[src/rtl/reg_dump_pkg.sv]
// Shared types and constants for the register-file dump engine.
package reg_dump_pkg;

  typedef enum logic [2:0] {
    IDLE,
    HEADER,
    LOAD,
    SEND,
    DONE
  } state_t;

  localparam logic [7:0] DEFAULT_HEADER_BYTE = 8'hA5;

  function automatic int bytes_per_reg(input int reg_width);
    return reg_width / 8;
  endfunction

endpackage

[src/rtl/reg_dump_if.sv]
// Byte stream valid/ready bus from the dump engine towards the debug TX path.
interface reg_dump_if;
  logic [7:0] tx_data;
  logic       tx_valid;
  logic       tx_ready;

  modport master (output tx_data, output tx_valid, input tx_ready);
  modport slave  (input tx_data, input tx_valid, output tx_ready);
endinterface

[src/rtl/word_serializer.sv]
// Holds one register word and presents its bytes LSB first; last_o flags the final byte.
module word_serializer
  import reg_dump_pkg::*;
#(
  parameter int WIDTH = 32
) (
  input  logic             clk,
  input  logic             rst_n,
  input  logic             clr_i,
  input  logic             load_i,
  input  logic [WIDTH-1:0] word_i,
  input  logic             advance_i,
  output logic [7:0]       byte_o,
  output logic             last_o
);

  localparam int BPR   = bytes_per_reg(WIDTH);
  localparam int IDX_W = (BPR > 1) ? $clog2(BPR) : 1;
  localparam logic [IDX_W-1:0] LAST_IDX = IDX_W'(BPR - 1);

  logic [WIDTH-1:0] r_shift;
  logic [IDX_W-1:0] r_byte_idx;

  always_ff @(posedge clk or negedge rst_n) begin
    if (!rst_n) begin
      r_shift    <= '0;
      r_byte_idx <= '0;
    end else begin
      // Index returns to zero after the last byte so the next word starts clean.
      if (clr_i) begin
        r_byte_idx <= '0;
      end else if (advance_i) begin
        r_byte_idx <= last_o ? '0 : r_byte_idx + IDX_W'(1);
      end
      if (load_i) begin
        r_shift <= word_i;
      end else if (advance_i) begin
        r_shift <= r_shift >> 8;
      end
    end
  end

  assign byte_o = r_shift[7:0];
  assign last_o = (r_byte_idx == LAST_IDX);

endmodule

[src/rtl/reg_dump_unit.sv]
// Walks the register file through one read port and streams a header byte plus
// every register, little-endian, over a valid/ready byte bus.
module reg_dump_unit
  import reg_dump_pkg::*;
#(
  parameter int         REG_WIDTH   = 32,
  parameter int         NUM_REGS    = 32,
  parameter logic [7:0] HEADER_BYTE = DEFAULT_HEADER_BYTE
) (
  input  logic                 clk,
  input  logic                 rst_n,
  input  logic                 start_i,
  output logic                 busy_o,
  output logic                 done_o,
  output logic [4:0]           rf_addr_o,
  input  logic [REG_WIDTH-1:0] rf_data_i,
  reg_dump_if.master           tx
);

  localparam logic [4:0] LAST_REG = 5'(NUM_REGS - 1);

  state_t     r_state;
  state_t     w_next_state;
  logic [4:0] r_reg_idx;
  logic       w_start;
  logic       w_load;
  logic       w_advance;
  logic       w_last_byte;
  logic [7:0] w_byte;

  always_ff @(posedge clk or negedge rst_n) begin
    if (!rst_n) begin
      r_state <= IDLE;
    end else begin
      r_state <= w_next_state;
    end
  end

  always_comb begin
    w_next_state = r_state;
    w_start      = 1'b0;
    w_load       = 1'b0;
    w_advance    = 1'b0;
    busy_o       = 1'b1;
    done_o       = 1'b0;
    tx.tx_valid  = 1'b0;
    tx.tx_data   = '0;
    case (r_state)
      IDLE: begin
        busy_o = 1'b0;
        if (start_i) begin
          w_start      = 1'b1;
          w_next_state = HEADER;
        end
      end
      HEADER: begin
        tx.tx_valid = 1'b1;
        tx.tx_data  = HEADER_BYTE;
        if (tx.tx_ready) begin
          w_next_state = LOAD;
        end
      end
      LOAD: begin
        w_load       = 1'b1;
        w_next_state = SEND;
      end
      SEND: begin
        tx.tx_valid = 1'b1;
        tx.tx_data  = w_byte;
        if (tx.tx_ready) begin
          w_advance = 1'b1;
          if (w_last_byte) begin
            w_next_state = (r_reg_idx == LAST_REG) ? DONE : LOAD;
          end
        end
      end
      DONE: begin
        done_o       = 1'b1;
        w_next_state = IDLE;
      end
      default: w_next_state = IDLE;
    endcase
  end

  // reg_idx doubles as the registered read address, so it stays put through SEND.
  always_ff @(posedge clk or negedge rst_n) begin
    if (!rst_n) begin
      r_reg_idx <= '0;
    end else if (w_start) begin
      r_reg_idx <= '0;
    end else if (w_advance && w_last_byte && (r_reg_idx != LAST_REG)) begin
      r_reg_idx <= r_reg_idx + 5'd1;
    end
  end

  assign rf_addr_o = r_reg_idx;

  word_serializer #(
    .WIDTH (REG_WIDTH)
  ) u_ser (
    .clk       (clk),
    .rst_n     (rst_n),
    .clr_i     (w_start),
    .load_i    (w_load),
    .word_i    (rf_data_i),
    .advance_i (w_advance),
    .byte_o    (w_byte),
    .last_o    (w_last_byte)
  );

endmodule

[src/flat_wrapper.sv]
// flat-port wrapper written by rule: the top's interface ports become plain ports
module reg_dump_unit_flat import reg_dump_pkg::*;
#(
  parameter int         REG_WIDTH   = 32,
  parameter int         NUM_REGS    = 32,
  parameter logic [7:0] HEADER_BYTE = DEFAULT_HEADER_BYTE
)
  (clk, rst_n, start_i, busy_o, done_o, rf_addr_o, rf_data_i, tx_tx_data, tx_tx_valid, tx_tx_ready);
  reg_dump_if tx_i ();
  input  logic clk;
  input  logic rst_n;
  input  logic start_i;
  output logic busy_o;
  output logic done_o;
  output logic [4:0] rf_addr_o;
  input  logic [REG_WIDTH-1:0] rf_data_i;
  output wire logic [$bits(tx_i.tx_data)-1:0] tx_tx_data;
  output wire logic [$bits(tx_i.tx_valid)-1:0] tx_tx_valid;
  input wire logic [$bits(tx_i.tx_ready)-1:0] tx_tx_ready;
  assign tx_tx_data = tx_i.tx_data;
  assign tx_tx_valid = tx_i.tx_valid;
  assign tx_i.tx_ready = tx_tx_ready;
  reg_dump_unit #(.REG_WIDTH(REG_WIDTH), .NUM_REGS(NUM_REGS), .HEADER_BYTE(HEADER_BYTE)) u_core (.clk(clk), .rst_n(rst_n), .start_i(start_i), .busy_o(busy_o), .done_o(done_o), .rf_addr_o(rf_addr_o), .rf_data_i(rf_data_i), .tx(tx_i));
endmodule
[config.mk]
export PLATFORM = sky130hd
export DESIGN_NAME = reg_dump_unit_flat
export DESIGN_NICKNAME = d
export VERILOG_FILES = /design/src/rtl/reg_dump_pkg.sv /design/src/rtl/reg_dump_if.sv /design/src/rtl/word_serializer.sv /design/src/rtl/reg_dump_unit.sv /design/src/flat_wrapper.sv
export SDC_FILE = /design/constraint.sdc
export NUM_CORES = 1
export LEC_CHECK = 0
export CORE_MARGIN = 5
export CORE_UTILIZATION = 40
export DETAILED_ROUTE_END_ITERATION = 10
export PLACE_DENSITY = 0.75
export SKIP_LAST_GASP = 1
export SLEW_MARGIN = 5
export SYNTH_ARGS = -nofsm -noshare
export SYNTH_HDL_FRONTEND = slang
export SYNTH_HIERARCHICAL = 1
export SYNTH_SLANG_ARGS = --single-unit
[constraint.sdc]
create_clock -name clk -period 2.1 [get_ports clk]
set_input_delay 0.42 -clock clk [delete_from_list [all_inputs] [get_ports clk]]
set_output_delay 0.42 -clock clk [all_outputs]
set_load 0.05 [all_outputs]
---- Yosys cells after proc, flatten, opt, wreduce, memory -nomap -nowiden ----
Index checks and enable logic that the tools add are counted.
storage, ports and cells
  flip-flop bits (word level) ............. 42
  word-level logic and storage cells ...... 47
operators by class
  add/sub/neg operators ................... 2
  equality and inequality tests ........... 11
  multiplexer cells ....................... 22
  reductions and logical operators ........ 8
operators by type and width
  kind                                            count
  2-to-1 mux 32 bit                               2
  one-hot mux 8 bit (2 select lines)              1
  2-to-1 mux 3 bit                                5
  one-hot mux 3 bit (4 select lines)              1
  2-to-1 mux 5 bit                                2
  2-to-1 mux 1 bit                                8
  != test 2 bit (second input constant)           4
  == test 3 x 2 -> 1 bit (second input constant)  2
  2-to-1 mux 2 bit                                3
  nonzero test 2 bit                              3
  adder 5 x 1 -> 5 bit (second input constant)    1
  == test 5 bit (second input constant)           1
  != test 5 bit (second input constant)           1
  AND reduction 4 bit                             1
  == test 3 x 1 -> 1 bit (second input constant)  1
  == test 3 bit (second input constant)           1
  logical NOT 3 bit                               1
  adder 2 x 1 -> 2 bit (second input constant)    1
  == test 2 bit (second input constant)           1
  logical AND 1 bit                               2
  OR reduction 2 bit                              1

---- Depth between registers and ports, before layout ----
  depth in word-level cells ............... 6
  mapped depth ............................ 8
  gate-level depth less buffers ........... 6

---- Modules after synthesis ----
The synthesis kept the hierarchy.
by module, submodules not included
  module           times used  cells an instance  area each (um^2)  sequential area each (um^2)
  word_serializer  1           154                1606.5            850.8
  reg_dump_unit    1           56                 540.5             200.2

---- Worst setup path before layout ----
Ideal clock, no wire load.
  kind .................................... register to output
  start ................................... reg u_core.r_state[1]
  end ..................................... out done_o
  arrival time ............................ 1857 ps
  data required time ...................... 1680 ps
  path slack .............................. -177 ps
  stages on the path, launching flop included .. 4
  path buffers ............................ 2
  cells stage by stage .................... dfrtp_1 -> clkbuf_2 -> clkbuf_1 -> nor3b_1
on the way
  cells in the longest elaborated chain, start to end .. 2
RTL lines
  what                      line                 RTL
  start: declaration        reg_dump_unit.sv:22  state_t r_state;
  start signal: assignment  reg_dump_unit.sv:35  r_state <= w_next_state;
  == test 3 bit             reg_dump_unit.sv:48  case (r_state)
  2-to-1 mux 1 bit          reg_dump_unit.sv:48
  end: declaration          flat_wrapper.sv:14   output logic done_o;
No other way between the ends.

---- Worst setup path after layout ----
  start ................................... reg u_core.r_state[2]
  end ..................................... out tx_tx_data[1]
on the way
  cells in the longest elaborated chain, start to end .. 2
RTL lines
  what                                                                     line                 RTL
  == test 3 x 2 -> 1 bit / == test 3 x 1 -> 1 bit (equally long branches)  reg_dump_unit.sv:48
  one-hot mux 8 bit (2 select lines) (*)                                   reg_dump_unit.sv:48
  end: declaration                                                         flat_wrapper.sv:17   output wire logic [$bits(tx_i.tx_data)-1:0] tx_tx_data;
Mark *: on every way between the ends. The rest lies on a longest branch, timed or not.

==> results by group <==
Finish
  • Share of cells above drive strength 1: 14.8%
  • Most frequent cells in the layout: dfrtp_1, clkdlybuf4s50_1, nand2_1, o21ai_0, mux2i_1
  • Seq. cell area: 1050 µm²
  • Area of the multi-input gates: 927 µm²
  • Fin nets: 294
  • ANT cells: 0
  • Commonest non-fill, non-tap cell in the layout: dfrtp_1
  • FILL cells: 456
  • Non-Filler Instances: 326
  • P&R area growth vs syn: 33.6%

Detailed routing
  • TritonRoute pass-1 iters: 4
  • Drt total wl: 4370 µm
  • WL/cell: 13.4 µm
  • Initial DRC count: 70
  • Post-route ant nets: 0
  • Vias: 1,572
  • Residual DRC: 0
  • Routed vias/inst: 4.82

GRT
  • First-pass GRT wire length: 7620 µm
  • Largest net degree at the start of global routing: 65
  • Global route overflow: 0
  • Total GRT Usage: 13.5%
  • Initial antenna violation count: 0
  • Number of global-route vias before repair: 1,639

Floorplan
  • Die Width: 83.3 µm
  • Die H: 83.3 µm
  • Starting density of the core: 41.5%
  • Die area: 6930 µm²
  • Core area: 5170 µm²
  • Row cnt: 26
  • I/O Pins: 52

Power and ir drop
  • Sequential share of power: 37.7%
  • Sw Share: 38.8%
  • Comb pwr share: 48.0%
  • Tot Pwr: 3.46 mW
  • Internal power: 2.12 mW
  • Max VDD drop: 691 µV
  • PwrDens: 1210 nW/µm²
  • Clock power share: 14.3%
  • Switching component of the power: 1.34 mW
  • Leakage power: 1.27 nW

Synth
  • Post-Synthesis Cells: 210
  • Post-synthesis sequential element count: 42
  • Synth top area share: 49.0%
  • YS warnings: 6
  • Top post-synthesis cells by area: dfrtp_1, mux2i_1, o21ai_0
  • Seq/Total Area, Yosys: 49.0%
  • Unique masters post-synth: 33
  • Mapped Avg Cell Area: 10.2 µm²
  • Cell type with the largest total area after synthesis: dfrtp_1
  • Synthesized cell area: 2150 µm²
  • Post-Syn Nets: 249

Job
  • # Max-Cap Violations: 0

Clock network
  • H-Tree Level Count: 2
  • Setup Fix Bufs, Post-CTS: 0
  • Max Root-Sink Buffers: 2
  • Cts bufs inserted: 5
  • CTS Hold Bufs: 0
  • Clock Latency Late Sink: 0.29 ns
  • Root buf cell: clkbuf_8
  • CTS tree: built
  • Clock sink total: 42
  • CTS clk-pin slew, worst paths: 0.08 ns
  • CTS resizes: 0

Place
  • GPL Wtd Cong: 0.878
  • Dpl hpwl: 3310 µm
  • # port buffers: 51
  • Placed cells: 318

STA
  • Slew HR: 66.7%
  • Worst Max-Slew Pin Slew: 0.498 ns
  • Final clock skew: 0.00689 ns
  • Final hold violations: 0
  • TNS Setup: 0 ns
  • Clock period minus worst slack: 1.97 ns
  • RSZ-0062 raised after global routing: no
  • Max Clock Freq: 507 MHz
  • Tcrit/Tclk final: 93.9%
  • Slew Viols, Final: 0
  • Setup violations, final: 0

Setup path
  • Startpoint Class: flip-flop
  • Crit-path max FO: 6
  • Crit path kind: reg2out
  • Worst endpoint required time: 1.68 ns
  • Critical Path AT: 1.55 ns
  • Worst Setup End Kind: primary output
  • Setup slack, reg-to-reg: 0.13 ns

Outcome
  • Status: complete, no violations

Hold path
  • Hold Crit Class: in2async
[power groups by stage]
stage	combinational, mW	clock (mW)	sequential, mW
final	1.66	0.495	1.30
after global routing	1.81	0.554	1.35
after CTS	1.68	0.515	1.30
after detailed placement	1.68	0	1.32
after global placement	1.63	0	1.30
after floorplan	1.05	0	1.36
[metal layers]
metal / GRT usage [%] / up-vias / part of all wire (%)
li1: - / 802 / -
met5: 0 / - / 0
met4: 6.39 / 0 / 2.5
met2: 21.6 / 47 / 48
met3: 4.26 / 13 / 5.7
met1: 16.6 / 710 / 44
[final timing paths]
| check | from | end | cells past startpoint |
|---|---|---|---|
| setup reg to reg | u_core/rf_addr_o[0] | u_core/rf_addr_o[2] | 6 |
| hold / removal | rst_n | u_core/u_ser/r_shift[14] | 1 |
| setup / recovery | u_core/r_state[2] | tx_tx_data[1] | 4 |
| min in group clk | u_core/u_ser/r_shift[31] | u_core/u_ser/r_shift[31] | 1 |
| max in group asynchronous | rst_n | u_core/rf_addr_o[0] | 2 |
| hold reg to reg | u_core/u_ser/r_shift[31] | u_core/u_ser/r_shift[31] | 1 |
[stage by stage]
step / instance area, µm² / hold WS [ns] / setup WS [ns] / util [%]
2_1_floorplan: 2150 / 0.124 / 0.0106 / -
3_3_place_gp: 2780 / 0.377 / 0.208 / 53.8
3_5_place_dp: 2780 / 0.382 / 0.139 / 53.8
4_1_cts: 2870 / 0.0600 / 0.111 / 55.4
5_1_grt: 2870 / 0.0599 / 0.00620 / 55.4
6_report: 2870 / 0.0529 / 0.128 / 55.4
[kinds of logic (layout without fill, tap and decap cells)]
family / after synthesis / in the layout / synth area share, %
AND/OR/NAND/NOR: 68 / 68 / 16.7
AO/OA/AOI/OAI: 44 / 44 / 12.1
flip-flops: 42 / 42 / 49.0
buffers and inverters: 27 / 73 / 8.39
multiplexers: 26 / 26 / 12.2
adder cells (fa/ha/maj): 3 / 3 / 1.75
[Yosys cell counts]
library cell	instances
nor4_1	1
inv_1	5
a22o_1	1
or2b_1	1
a311oi_1	1
nor3_1	2
mux2_2	1
ha_1	3
nor2b_1	1
nand2_1	32
buf_2	2
or3b_1	1
nor2_1	5
nand3b_1	2
mux2i_1	25
o21ai_0	31
and3_1	6
a22o_2	2
nor4b_4	1
dfrtp_1	42
o21ba_4	1
nand2b_1	9
buf_6	4
buf_4	12
or3_2	1
a221o_1	2
a21oi_1	6
clkbuf_2	1
clkbuf_1	3
and2_1	1
nor4b_1	1
nand3_1	2
nor3b_1	2
[state kept, by name, indices dropped and copies added, names as in the netlist]
name and count:
u_core/r_state 3, u_core/rf_addr_o 5, u_core/u_ser/r_byte_idx 2, u_core/u_ser/r_shift 32
[worst max-delay path, cell delays in order, from the launching register on]
cell     delay, ns
dfrtp_1       0.37
or2b_1        0.29
inv_1         0.22
and3_1        0.24
buf_12        0.15
[area by class of cell]
type	instances	share of cell area [%]
Clock buffer	6	2.53
Clock inverter	2	0.480
Inverter	5	0.654
Multi-Input combinational cell	141	32.3
Sequential cell	42	36.7
Tap cell	70	3.05
Timing Repair Buffer	60	24.3
Note: power is estimated with default switching activity, not from simulation.
